### src/rtl/uart_pkg.sv
// uart_pkg: shared types and constants for the UART loopback core.
//   uart_state_e         : state encoding used by both the TX and RX FSMs
//   DATA_BITS            : payload bits per frame
//   START_BIT / STOP_BIT : serial line levels for the framing bits
//   IDLE_LEVEL           : level of the line when no frame is in flight
//   DEFAULT_CLKS_PER_BIT : default bit period in clock cycles
//   even_parity()        : parity bit that makes the frame's ones-count even
// Optional feature macro: UART_PARITY_EN (adds an even-parity bit; ST_PARITY
// is only reachable when it is defined).
package uart_pkg;

    localparam int   DATA_BITS            = 8;
    localparam logic START_BIT            = 1'b0;
    localparam logic STOP_BIT             = 1'b1;
    localparam logic IDLE_LEVEL           = 1'b1;
    localparam int   DEFAULT_CLKS_PER_BIT = 16;

    typedef enum logic [2:0] {
        ST_IDLE   = 3'd0,
        ST_START  = 3'd1,
        ST_DATA   = 3'd2,
        ST_PARITY = 3'd3,
        ST_STOP   = 3'd4
    } uart_state_e;

    function automatic logic even_parity(input logic [DATA_BITS-1:0] d);
        return ^d;
    endfunction

endpackage

### src/rtl/uart_rx.sv
// uart_rx: receive FSM, shift register and the rdy/dout output registers.
//   clk, rst_n : clock, asynchronous active-low reset
//   serial_i   : serial line from the transmitter (registered once here)
//   rdy_clr    : synchronous clear of rdy; a set in the same cycle wins
//   rdy        : sticky "dout holds a valid received byte"
//   dout       : last correctly framed byte
//   state_dbg  : current RX FSM state
// Optional feature macro: UART_PARITY_EN (check even parity before stop).
module uart_rx
    import uart_pkg::*;
#(
    parameter int CLKS_PER_BIT = DEFAULT_CLKS_PER_BIT
) (
    input  logic                 clk,
    input  logic                 rst_n,
    input  logic                 serial_i,
    input  logic                 rdy_clr,
    output logic                 rdy,
    output logic [DATA_BITS-1:0] dout,
    output uart_state_e          state_dbg
);

    localparam int CW = $clog2(CLKS_PER_BIT);
    localparam logic [CW-1:0] CNT_LAST = CW'(CLKS_PER_BIT - 1);
    localparam logic [CW-1:0] CNT_HALF = CW'(CLKS_PER_BIT / 2 - 1);

    logic                 line_q, line_d;
    uart_state_e          state_q, state_d;
    logic [CW-1:0]        cnt_q, cnt_d;
    logic [2:0]           idx_q, idx_d;
    logic [DATA_BITS-1:0] shift_q, shift_d;
    logic [DATA_BITS-1:0] dout_q, dout_d;
    logic                 rdy_q, rdy_d;
    logic                 par_err_q, par_err_d;
    logic                 byte_ok;

    always_comb begin
        line_d    = serial_i;
        state_d   = state_q;
        cnt_d     = cnt_q;
        idx_d     = idx_q;
        shift_d   = shift_q;
        dout_d    = dout_q;
        par_err_d = par_err_q;
        byte_ok   = 1'b0;
        case (state_q)
            ST_IDLE: begin
                if (line_q == START_BIT) begin
                    state_d = ST_START;
                    cnt_d   = '0;
                end
            end
            ST_START: begin
                // Mid start bit: a high line here was only a glitch.
                if (cnt_q == CNT_HALF) begin
                    cnt_d     = '0;
                    idx_d     = '0;
                    par_err_d = 1'b0;
                    state_d   = (line_q == START_BIT) ? ST_DATA : ST_IDLE;
                end else begin
                    cnt_d = cnt_q + CW'(1);
                end
            end
            ST_DATA: begin
                if (cnt_q == CNT_LAST) begin
                    cnt_d          = '0;
                    shift_d[idx_q] = line_q;
                    if (idx_q == 3'(DATA_BITS - 1)) begin
`ifdef UART_PARITY_EN
                        state_d = ST_PARITY;
`else
                        state_d = ST_STOP;
`endif
                    end else begin
                        idx_d = idx_q + 3'd1;
                    end
                end else begin
                    cnt_d = cnt_q + CW'(1);
                end
            end
            ST_PARITY: begin
                if (cnt_q == CNT_LAST) begin
                    cnt_d     = '0;
                    par_err_d = (line_q != even_parity(shift_q));
                    state_d   = ST_STOP;
                end else begin
                    cnt_d = cnt_q + CW'(1);
                end
            end
            ST_STOP: begin
                if (cnt_q == CNT_LAST) begin
                    cnt_d   = '0;
                    state_d = ST_IDLE;
                    // Framing or parity errors drop the byte silently.
                    if (line_q == STOP_BIT && !par_err_q) begin
                        dout_d  = shift_q;
                        byte_ok = 1'b1;
                    end
                end else begin
                    cnt_d = cnt_q + CW'(1);
                end
            end
            default: state_d = ST_IDLE;
        endcase
        rdy_d = rdy_q;
        if (rdy_clr) rdy_d = 1'b0;
        if (byte_ok) rdy_d = 1'b1;
    end

    always_ff @(posedge clk or negedge rst_n) begin
        if (!rst_n) begin
            line_q    <= IDLE_LEVEL;
            state_q   <= ST_IDLE;
            cnt_q     <= '0;
            idx_q     <= '0;
            shift_q   <= '0;
            dout_q    <= '0;
            rdy_q     <= 1'b0;
            par_err_q <= 1'b0;
        end else begin
            line_q    <= line_d;
            state_q   <= state_d;
            cnt_q     <= cnt_d;
            idx_q     <= idx_d;
            shift_q   <= shift_d;
            dout_q    <= dout_d;
            rdy_q     <= rdy_d;
            par_err_q <= par_err_d;
        end
    end

    assign rdy       = rdy_q;
    assign dout      = dout_q;
    assign state_dbg = state_q;

endmodule

### src/rtl/uart_loopback_top.sv
// uart_loopback_top: 8N1 UART transmitter looped back into uart_rx.
//   clk          : single clock, rising edge
//   rst          : asynchronous active-low reset
//   data_in      : byte captured on an accepted wr_en
//   wr_en        : write strobe; only accepted while not busy (dropped otherwise)
//   rdy_clr      : synchronous clear of rdy
//   rdy, dout    : sticky received-byte flag and the byte itself
//   busy         : a TX frame is in flight
//   tx_state_dbg : TX FSM state;  rx_state_dbg : RX FSM state
//   tx_line_dbg  : registered serial line driven by the transmitter
// Handshake: a write is taken on any rising edge where wr_en=1 and busy=0;
// busy rises on that edge and drops on the edge that ends the stop bit.
// Optional feature macro: UART_PARITY_EN (11-bit frame with even parity).
module uart_loopback_top
    import uart_pkg::*;
#(
    parameter int CLKS_PER_BIT = DEFAULT_CLKS_PER_BIT
) (
    input  logic                 clk,
    input  logic                 rst,
    input  logic [DATA_BITS-1:0] data_in,
    input  logic                 wr_en,
    input  logic                 rdy_clr,
    output logic                 rdy,
    output logic                 busy,
    output logic [DATA_BITS-1:0] dout,
    output uart_state_e          tx_state_dbg,
    output uart_state_e          rx_state_dbg,
    output logic                 tx_line_dbg
);

    localparam int CW = $clog2(CLKS_PER_BIT);
    localparam logic [CW-1:0] CNT_LAST = CW'(CLKS_PER_BIT - 1);

    uart_state_e          tx_state_q, tx_state_d;
    logic [CW-1:0]        tx_cnt_q, tx_cnt_d;
    logic [2:0]           tx_idx_q, tx_idx_d;
    logic [DATA_BITS-1:0] tx_data_q, tx_data_d;
    logic                 tx_line_q, tx_line_d;
    logic                 busy_q, busy_d;

    always_comb begin
        tx_state_d = tx_state_q;
        tx_cnt_d   = tx_cnt_q;
        tx_idx_d   = tx_idx_q;
        tx_data_d  = tx_data_q;
        tx_line_d  = tx_line_q;
        busy_d     = busy_q;
        case (tx_state_q)
            ST_IDLE: begin
                // The start bit goes out on the accepting edge itself.
                if (wr_en) begin
                    tx_state_d = ST_START;
                    tx_data_d  = data_in;
                    tx_line_d  = START_BIT;
                    busy_d     = 1'b1;
                    tx_cnt_d   = '0;
                end
            end
            ST_START: begin
                if (tx_cnt_q == CNT_LAST) begin
                    tx_cnt_d   = '0;
                    tx_idx_d   = '0;
                    tx_line_d  = tx_data_q[0];
                    tx_state_d = ST_DATA;
                end else begin
                    tx_cnt_d = tx_cnt_q + CW'(1);
                end
            end
            ST_DATA: begin
                if (tx_cnt_q == CNT_LAST) begin
                    tx_cnt_d = '0;
                    if (tx_idx_q == 3'(DATA_BITS - 1)) begin
`ifdef UART_PARITY_EN
                        tx_line_d  = even_parity(tx_data_q);
                        tx_state_d = ST_PARITY;
`else
                        tx_line_d  = STOP_BIT;
                        tx_state_d = ST_STOP;
`endif
                    end else begin
                        tx_idx_d  = tx_idx_q + 3'd1;
                        tx_line_d = tx_data_q[tx_idx_q + 3'd1];
                    end
                end else begin
                    tx_cnt_d = tx_cnt_q + CW'(1);
                end
            end
            ST_PARITY: begin
                if (tx_cnt_q == CNT_LAST) begin
                    tx_cnt_d   = '0;
                    tx_line_d  = STOP_BIT;
                    tx_state_d = ST_STOP;
                end else begin
                    tx_cnt_d = tx_cnt_q + CW'(1);
                end
            end
            ST_STOP: begin
                if (tx_cnt_q == CNT_LAST) begin
                    tx_cnt_d   = '0;
                    busy_d     = 1'b0;
                    tx_state_d = ST_IDLE;
                end else begin
                    tx_cnt_d = tx_cnt_q + CW'(1);
                end
            end
            default: tx_state_d = ST_IDLE;
        endcase
    end

    always_ff @(posedge clk or negedge rst) begin
        if (!rst) begin
            tx_state_q <= ST_IDLE;
            tx_cnt_q   <= '0;
            tx_idx_q   <= '0;
            tx_data_q  <= '0;
            tx_line_q  <= IDLE_LEVEL;
            busy_q     <= 1'b0;
        end else begin
            tx_state_q <= tx_state_d;
            tx_cnt_q   <= tx_cnt_d;
            tx_idx_q   <= tx_idx_d;
            tx_data_q  <= tx_data_d;
            tx_line_q  <= tx_line_d;
            busy_q     <= busy_d;
        end
    end

    uart_rx #(
        .CLKS_PER_BIT(CLKS_PER_BIT)
    ) u_rx (
        .clk      (clk),
        .rst_n    (rst),
        .serial_i (tx_line_q),
        .rdy_clr  (rdy_clr),
        .rdy      (rdy),
        .dout     (dout),
        .state_dbg(rx_state_dbg)
    );

    assign busy         = busy_q;
    assign tx_state_dbg = tx_state_q;
    assign tx_line_dbg  = tx_line_q;

endmodule

### config.mk
export PLATFORM = sky130hd
export DESIGN_NAME = uart_loopback_top
export DESIGN_NICKNAME = d
export VERILOG_FILES = /design/src/rtl/uart_pkg.sv /design/src/rtl/uart_rx.sv /design/src/rtl/uart_loopback_top.sv
export SDC_FILE = /design/constraint.sdc
export NUM_CORES = 1
export LEC_CHECK = 0
export BUFFER_PORTS_ARGS = -buffer_cell sky130_fd_sc_hd__buf_4
export CORE_MARGIN = 1
export CORE_UTILIZATION = 35
export CTS_CLUSTER_SIZE = 10
export DETAILED_ROUTE_END_ITERATION = 8
export PLACE_DENSITY_LB_ADDON = 0.05
export REMOVE_ABC_BUFFERS = 1
export SYNTH_ARGS = -nofsm -noshare
export SYNTH_HDL_FRONTEND = slang
export SYNTH_HIERARCHICAL = 1
export SYNTH_SLANG_ARGS = --single-unit
### constraint.sdc
create_clock -name clk -period 2.6 [get_ports clk]
set_input_delay 0.39 -clock clk [delete_from_list [all_inputs] [get_ports clk]]
set_output_delay 0.39 -clock clk [all_outputs]
set_load 0.005 [all_outputs]
==> out/qor.yml, run 1 <==
start_util_pct: 36.8
diodes: 0
cts_sinks: 49
crit_required_ns: 2.79
max_slew_margin_pct: 57.8
clkPwrFrac_pct: 35.9
synthFlopType: "dfrtp_1"
slowest_delay_ns: 0.56
wl_met1_microns: 2470
ys.warnings.count: 6
drc_errors: 0
power_density_mw_per_mm2: 422
place_congestion: 0.783
grt_max_degree: 50
crit_type: "flip-flop to flip-flop"
syn_area_sq_mm: 0.00254
ys_async_sr_fraction_pct: 100
peakVddDrop_uv: 200
met3_length_microns: 154
drt_iter0_markers: 77
cts-root-buf: "clkbuf_8"
layout.nets: 272
grt_overflow: 0
routed_wl_microns: 4890
synth_edf_count: 0
final.period_utilization_pct: 78.5
wl_per_cell_microns: 13.9
row_count: 30
status: "complete, no violations"
hold_violations: 0
hold_path.class: "input port to asynchronous set/reset pin"
top_layer: "met4"
cts_tree: "yes"
setup_tns_ns: 0
area_growth_pct: 15.0
io_buffers: 28
critPathArrivalTime_ns: 2.23
path_cells: "or3b_4 > or3_4 > nor3b_2 > mux2_2"
viasPerCell: 5.18
track_usage_pct: 14.2
final_cell_mix: "dfrtp_1 (47), buf_4 (33), mux2_2 (26)"
skew_ns: 0.0115
htree_levels: 2
firstDrtPassIters: 4
cellLeakagePower_nw: 1.34
maxCapViolations: 0
cts_buffers: 5
worst_setup_path_end_kind: "flip-flop"
clock.fmax_ghz: 0.490
wl_met2_microns: 2230
synthDistinctLibCells: 47
clk_latency_ns: 0.30
dp.cells: 343
clkTransAtPathRegs_ns: 0.10
fp.dieArea_sq_mm: 0.00760
power_frac_comb_pct: 2.2
tightest_slew_ns: 0.633
syn_inst: 226
cts_hold_buf: 0
fp.coreArea_sq_mm: 0.00691
multi_input_area_sq_mm: 0.00121
setup_violations: 0
final_antenna_net_count: 0
final_common_cell: "dfrtp_1"
ys_seq_area_share_pct: 48.4
slew_viol_final: 0
p_sw_share_pct: 22.2
grt_pass1_wl_microns: 8470
switchingPower_mw: 0.273
die_width_microns: 87.2
crit_slowest_cell: "dfrtp_1"
vias: 1817
cts_setup_buffers: 0
die_y_microns: 87.2
worstPathMaxFanout: 13
hpwl_microns: 3380
post_cts_resize_count: 0
ys_seq_elements: 49
drive_gt1_share_pct: 30.2
boundaryPins: 29
fin_crit_ns: 2.04
syn_area_per_cell_sq_um: 11.2
antenna_found_initial: 0
p_seq_share_pct: 61.9
fin_cells: 351
rsz0062_at_grt: "no"
final-seq-area_sq_mm: 0.00123
grt_pass1_vias: 1705
cts.path.max_buffers: 2
n_fill_cell: 689
start_kind: "flip-flop"
p_int_mw: 0.958
==> Yosys cell counts, types with 3 or more instances <==
library cell	number	area [sq um]
nor3_1	6	30.0
mux2i_1	6	60.1
ha_1	6	75.1
nor2_1	15	56.3
a221oi_1	3	26.3
inv_1	8	30.0
o2bb2ai_1	4	35.0
xnor2_1	5	43.8
clkbuf_1	4	15.0
nand3_1	9	45.0
buf_2	5	25.0
dfrtp_1	47	1180
nand2_1	14	52.6
a21oi_1	12	60.1
o21ai_0	11	55.1
mux2_2	26	293
==> per-layer routing <==
metal	global-route usage [%]	up-vias
met4	3.58	0
met3	2.75	2
met2	23.0	33
met1	19.5	892
met5	0	-
li1	-	890
==> state kept, by name, indices dropped and copies added (netlist names) <==
signal,count
tx_data_q,8
u_rx/dout,8
u_rx/shift_q,8
tx_cnt_q,4
u_rx/cnt_q,4
tx_idx_q,3
tx_state_dbg,3
u_rx/idx_q,3
u_rx/state_dbg,3
busy,1
tx_line_dbg,1
u_rx/line_q,1
u_rx/par_err_q,1
u_rx/rdy,1
==> per-stage QoR <==
| step | hold slack, ns | power (mW) | area [sq um] | setup WS [ns] | util [%] |
|---|---|---|---|---|---|
| floorplan | 0.0944 | 0.777 | 2470 | 0.681 | - |
| global placement | 0.379 | 0.807 | 2830 | 0.613 | 41.0 |
| detailed placement | 0.377 | 0.806 | 2830 | 0.588 | 41.0 |
| CTS | 0.126 | 1.27 | 2920 | 0.558 | 42.3 |
| global route | 0.158 | 1.30 | 2920 | 0.429 | 42.3 |
| finish | 0.0844 | 1.23 | 2920 | 0.560 | 42.3 |
==> critical path, delay by kind of cell (launching register included) <==
family / cells / cell delay [ns]
DFF: 1 / 0.56
and+or+nand+nor: 3 / 1.01
muxes: 1 / 0.34
==> cell type report <==
cell class	count	share of cell area [%]
flip-flops and latches	49	42.1
multi-input cells	157	41.3
repair buffers	33	8.48
well taps	96	4.11
clock buffers	5	2.36
inverters	8	1.03
clock inverters	3	0.600
==> kinds of logic after synthesis <==
family | after synthesis | share of synthesized area, %
compound gates | 48 | 12.6
xor+xnor | 8 | 3.30
fa+ha+maj | 6 | 2.96
buf+inv | 20 | 4.09
flops | 49 | 48.4
mux | 34 | 16.0
simple gates | 61 | 12.7
==> power groups by stage <==
stage | clock (mW) | combinational (mW) | sequential, mW
4_1_cts | 0.475 | 0.0293 | 0.762
6_report | 0.442 | 0.0274 | 0.762
5_1_grt | 0.505 | 0.0325 | 0.762
2_1_floorplan | 0 | 0.000151 | 0.777
3_3_place_gp | 0 | 0.0300 | 0.777
3_5_place_dp | 0 | 0.0294 | 0.777
==> path summary, 6_finish.rpt <==
check                                  startpoint               to  slack [ns]  cells after the start
worst min-delay path                          rst    u_rx/cnt_q[2]        0.08                      1
min in group clk                          rdy_clr         u_rx/rdy        0.27                      2
worst min register to register        tx_line_dbg      u_rx/line_q        0.39                      0
max in group asynchronous                     rst     tx_data_q[3]        2.06                      1
worst max-delay path            u_rx/state_dbg[1]  u_rx/shift_q[2]        0.56                      4
worst max register to register  u_rx/state_dbg[1]  u_rx/shift_q[2]        0.56                      4
(Power assumes the default switching activity.)
==> run 2, diff against run 1 <==
==> constraint.sdc (replaced) <==
create_clock -name clk -period 2.1 [get_ports clk]
set_input_delay 0.315 -clock clk [delete_from_list [all_inputs] [get_ports clk]]
set_output_delay 0.315 -clock clk [all_outputs]
set_load 0.005 [all_outputs]
==> out/qor.yml, run 2 (same netlist as run 1, synthesis figures left out) <==
status: "complete, no violations"
cellLeakagePower_nw: 1.37  # +2.4%
clkTransAtPathRegs_ns: 0.10  # about the same
maxCapViolations: 0  # unchanged
cts_buffers: 5  # unchanged
power_density_mw_per_mm2: 559  # +33%
multi_input_area_sq_mm: 0.00121  # unchanged
wl_met1_microns: 2540  # +2.9%
htree_levels: 2  # unchanged
final-seq-area_sq_mm: 0.00123  # unchanged
worst_setup_path_end_kind: "flip-flop"
grt_pass1_wl_microns: 8530  # +0.65%
track_usage_pct: 14.3  # +0.17 points
wl_met2_microns: 2320  # +4.0%
r2r_end: "u_rx/shift_q[2]"
grt_pass1_vias: 1783  # +4.6%
place_congestion: 0.768  # -1.9%
rsz0062_at_grt: "no"
io_buffers: 28  # unchanged
r2r-start: "u_rx/cnt_q[1]"
hold_violations: 0  # unchanged
drc_errors: 0  # unchanged
viasPerCell: 5.06  # -2.2%
tightest_slew_ns: 0.637  # +0.00387 ns
start_util_pct: 36.8  # unchanged
die_y_microns: 87.2  # unchanged
cts.path.max_buffers: 2  # unchanged
diodes: 0  # unchanged
slew_viol_final: 0  # unchanged
grt_overflow: 0  # unchanged
critPathArrivalTime_ns: 2.08  # -0.15 ns
final_cell_mix: "dfrtp_1 (47), buf_4 (37), mux2_2 (26)"
area_growth_pct: 17.1
cts-root-buf: "clkbuf_8"
setup_tns_ns: 0  # unchanged
ff2ff_setup_slack_ns: 0.21  # -0.35 ns
final.period_utilization_pct: 89.8  # +11 points
cts_hold_buf: 0  # unchanged
met3_length_microns: 152  # -1.3%
max_slew_margin_pct: 57.5  # -0.26 points
crit_required_ns: 2.29  # -0.50 ns
top_layer: "met4"
layout.nets: 276  # +1.5%
post_cts_resize_count: 0  # unchanged
hpwl_microns: 3410  # +0.94%
final_antenna_net_count: 0  # unchanged
hold_path.class: "input port to asynchronous set/reset pin"
crit_type: "flip-flop to flip-flop"
vias: 1797  # -1.1%
fin_crit_ns: 1.89  # -0.153 ns
peakVddDrop_uv: 286  # +43%
timing.hold.ws_ns: 0.0387  # -0.0457 ns
reg2regPathDepth: 5  # +1
clock.fmax_ghz: 0.530  # +8.1%
fin_util_pct: 43.1  # +0.80 points
clk_latency_ns: 0.30  # about the same
wl_per_cell_microns: 14.3  # +2.5%
cts_sinks: 49  # unchanged
start_kind: "flip-flop"
worstPathMaxFanout: 5  # -8
drive_gt1_share_pct: 30.9  # +0.69 points
cts_setup_buffers: 0  # unchanged
row_count: 30  # unchanged
boundaryPins: 29  # unchanged
antenna_found_initial: 0  # unchanged
stdcell_area_sq_mm: 0.00298  # +1.9%
n_fill_cell: 681  # -1.2%
fp.dieArea_sq_mm: 0.00760  # unchanged
drt_iter0_markers: 71  # -7.8%
cts_tree: "yes"
routed_wl_microns: 5060  # +3.6%
postPlaceCellArea_sq_mm: 0.00286  # +1.1%
final_common_cell: "dfrtp_1"
grt_max_degree: 50  # unchanged
die_width_microns: 87.2  # unchanged
setup_violations: 0  # unchanged
skew_ns: 0.0102  # -0.00126 ns
firstDrtPassIters: 4  # unchanged
fp.coreArea_sq_mm: 0.00691  # unchanged
==> run 2: changes by cell type in the layout (fill, tap and decap cells not counted), sizes merged <==
cell,previous run,this run
buf,33,37
clkinvlp,1,0
bufinv,0,1
clkinv,2,1
clkbuf,5,6
==> run 2: layout make-up <==
cell class,instances,area share (%)
Multi-Input combinational cell,157,40.6
Timing Repair Buffer,37,9.34
Sequential cell,49,41.3
Clock buffer,6,2.44
Clock inverter,2,1.30
Inverter,8,1.01
Tap cell,96,4.04
==> run 2: worst max path at each step <==
stage	to	cells after the start	slack (ns)	startpoint
6_report	u_rx/shift_q[2]	5	0.21	u_rx/cnt_q[1]
3_3_place_gp	u_rx/shift_q[2]	5	0.26	u_rx/cnt_q[1]
4_1_cts	u_rx/shift_q[2]	5	0.21	u_rx/cnt_q[1]
2_1_floorplan	u_rx/shift_q[2]	4	0.18	u_rx/state_dbg[1]
3_5_place_dp	u_rx/shift_q[2]	5	0.22	u_rx/cnt_q[1]
5_1_grt	u_rx/shift_q[0]	5	0.07	u_rx/cnt_q[1]
==> run 2: worst max-delay path, cell delays in order, from the launching register on <==
cell and delay [ns]:
dfrtp_1 0.40, ha_1 0.24, nand3_1 0.17, or3_4 0.44, nor3b_2 0.19, mux2_2 0.34
==> run 2: power breakdown <==
group / internal (mW) / switching [mW] / total [mW]
registers: 0.943 / 0.0000000000000000360 / 0.943
clock network: 0.358 / 0.329 / 0.687
logic: 0.0129 / 0.0213 / 0.0342
total: 1.31 / 0.350 / 1.66
==> run 2: per-stage QoR <==
stage / setup WS (ns) / cells / total power, mW
6_report: 0.213 / 355 / 1.66
5_1_grt: 0.0730 / 355 / 1.73
4_1_cts: 0.214 / 355 / 1.70
2_1_floorplan: 0.181 / 214 / 0.962
3_3_place_gp: 0.256 / 347 / 0.997
3_5_place_dp: 0.221 / 347 / 0.998
==> run 2: layer usage <==
metal | GRT usage (%) | vias to the layer above
met2 | 24.0 | 30
li1 | - | 895
met5 | 0 | -
met4 | 4.02 | 0
met1 | 19.1 | 868
met3 | 2.56 | 4
==> run 3, diff against run 2 <==
--- a/config.mk
+++ b/config.mk
@@ -10,6 +10,7 @@
 export CORE_UTILIZATION = 35
 export CTS_CLUSTER_SIZE = 10
 export DETAILED_ROUTE_END_ITERATION = 8
+export HOLD_SLACK_MARGIN = 0.15
 export PLACE_DENSITY_LB_ADDON = 0.05
 export REMOVE_ABC_BUFFERS = 1
 export SYNTH_ARGS = -nofsm -noshare
==> out/qor.yml, run 3 (same netlist as run 1, synthesis figures left out) <==
drive_gt1_share_pct: 30.8  # -0.12 points
post_cts_resize_count: 0  # unchanged
hold-path-endpoint: "u_rx/rdy"
grt_max_degree: 50  # unchanged
clk_latency_ns: 0.30  # about the same
cts_buffers: 5  # unchanged
final_common_cell: "dfrtp_1"
crit_slowest_cell: "or3_4"
antenna_found_initial: 0  # unchanged
critPathArrivalTime_ns: 2.08  # about the same
die_y_microns: 87.2  # unchanged
place_congestion: 0.768  # unchanged
final_cell_mix: "dfrtp_1 (47), buf_4 (37), mux2_2 (26)"
clock.fmax_ghz: 0.531  # +0.28%
setup_violations: 0  # unchanged
worst_setup_path_end_kind: "flip-flop"
vias: 1807  # +0.56%
diodes: 0  # unchanged
cts_setup_buffers: 0  # unchanged
fp.dieArea_sq_mm: 0.00760  # unchanged
worstHoldStart: "rdy_clr"
die_width_microns: 87.2  # unchanged
htree_levels: 2  # unchanged
slew_viol_final: 0  # unchanged
timing.hold.ws_ns: 0.201  # +0.162 ns
power_density_mw_per_mm2: 558  # -0.22%
layout.nets: 277  # +0.36%
start_util_pct: 36.8  # unchanged
final.period_utilization_pct: 89.6  # -0.25 points
cts.path.max_buffers: 2  # unchanged
final_antenna_net_count: 0  # unchanged
cts_tree: "yes"
slowest_delay_ns: 0.44  # about the same
clkTransAtPathRegs_ns: 0.10  # about the same
routed_wl_microns: 5070  # +0.14%
maxCapViolations: 0  # unchanged
row_count: 30  # unchanged
hpwl_microns: 3410  # unchanged
tightest_slew_ns: 0.637  # +0.000228 ns
drc_errors: 0  # unchanged
hold_path.class: "input port to flip-flop"
crit_required_ns: 2.29  # about the same
path_cells: "ha_1 > nand3_1 > or3_4 > nor3b_2 > mux2_2"
drt_iter0_markers: 64  # -9.9%
wl_per_cell_microns: 14.2  # -0.14%
hold_violations: 0  # unchanged
setup_tns_ns: 0  # unchanged
crit_type: "flip-flop to flip-flop"
start_kind: "flip-flop"
rsz0062_at_grt: "no"
pre_cts_ws_ns: 0.221  # unchanged
area_growth_pct: 17.5
reg2regPathDepth: 5  # unchanged
cts-root-buf: "clkbuf_8"
stdcell_area_sq_mm: 0.00299  # +0.34%
peakVddDrop_uv: 286  # unchanged
fin_crit_ns: 1.88  # -0.00520 ns
cellLeakagePower_nw: 1.37  # +0.30%
status: "complete, no violations"
io_buffers: 28  # unchanged
postPlaceCellArea_sq_mm: 0.00286  # unchanged
skew_ns: 0.0102  # +0.00000900 ns
r2r_end: "u_rx/shift_q[2]"
grt_pass1_vias: 1795  # +0.67%
boundaryPins: 29  # unchanged
cts_hold_buf: 1  # +1
track_usage_pct: 14.4  # +0.041 points
cts_sinks: 49  # unchanged
fp.coreArea_sq_mm: 0.00691  # unchanged
ff2ff_setup_slack_ns: 0.22  # about the same
viasPerCell: 5.08  # +0.27%
worstPathMaxFanout: 5  # unchanged
grt_overflow: 0  # unchanged
min_path_cells: 2
grt_pass1_wl_microns: 8560  # +0.33%
r2r-start: "u_rx/cnt_q[1]"
fin_ws_ns: 0.218  # +0.00520 ns
firstDrtPassIters: 4  # unchanged
max_slew_margin_pct: 57.5  # about the same
-- run 3: how the worst max path moves through the flow --
stage | start | cells past startpoint | slack (ns) | to
final | u_rx/cnt_q[1] | 5 | 0.22 | u_rx/shift_q[2]
after global routing | u_rx/cnt_q[1] | 5 | 0.07 | u_rx/shift_q[0]
after CTS | u_rx/cnt_q[1] | 5 | 0.21 | u_rx/shift_q[2]
after detailed placement | u_rx/cnt_q[1] | 5 | 0.22 | u_rx/shift_q[2]
after global placement | u_rx/cnt_q[1] | 5 | 0.26 | u_rx/shift_q[2]
after floorplan | u_rx/state_dbg[1] | 4 | 0.18 | u_rx/shift_q[2]
-- run 3: per-layer routing --
metal | GRT usage (%) | share of wire (%) | routed length, microns | vias to the layer above
met5 | 0 | 0 | 0 | -
met2 | 24.1 | 46 | 2330 | 43
met3 | 2.56 | 3.3 | 168 | 4
met4 | 4.02 | 0.93 | 47 | 0
li1 | - | - | - | 896
met1 | 19.1 | 50 | 2520 | 864
-- run 3: cell type report --
type	instances	area [sq um]
clock buffer	6	72.6
tap	96	120
sequential	49	1230
inverter	8	30.0
fill	680	3920
timing repair buffer	38	288
multi-input combinational	157	1210
clock inverter	2	38.8
-- run 3: power by group --
group,internal (mW),switching (mW)
registers,0.943,0.0000000000000000360
logic,0.0141,0.0216
clock network,0.358,0.329
total,1.32,0.351
-- run 3: stage by stage --
step | cells | power, mW | utilization (%)
global placement | 347 | 0.997 | 41.5
finish | 356 | 1.67 | 43.2
detailed placement | 347 | 0.998 | 41.5
CTS | 356 | 1.70 | 43.2
global route | 356 | 1.73 | 43.2
floorplan | 214 | 0.962 | -
-- run 3: worst max-delay path: cells and delay by family (launching register included) --
kind,cells,cell delay (ns)
DFF,1,0.40
and+or+nand+nor,3,0.80
muxes,1,0.34
adders and majority gates,1,0.24
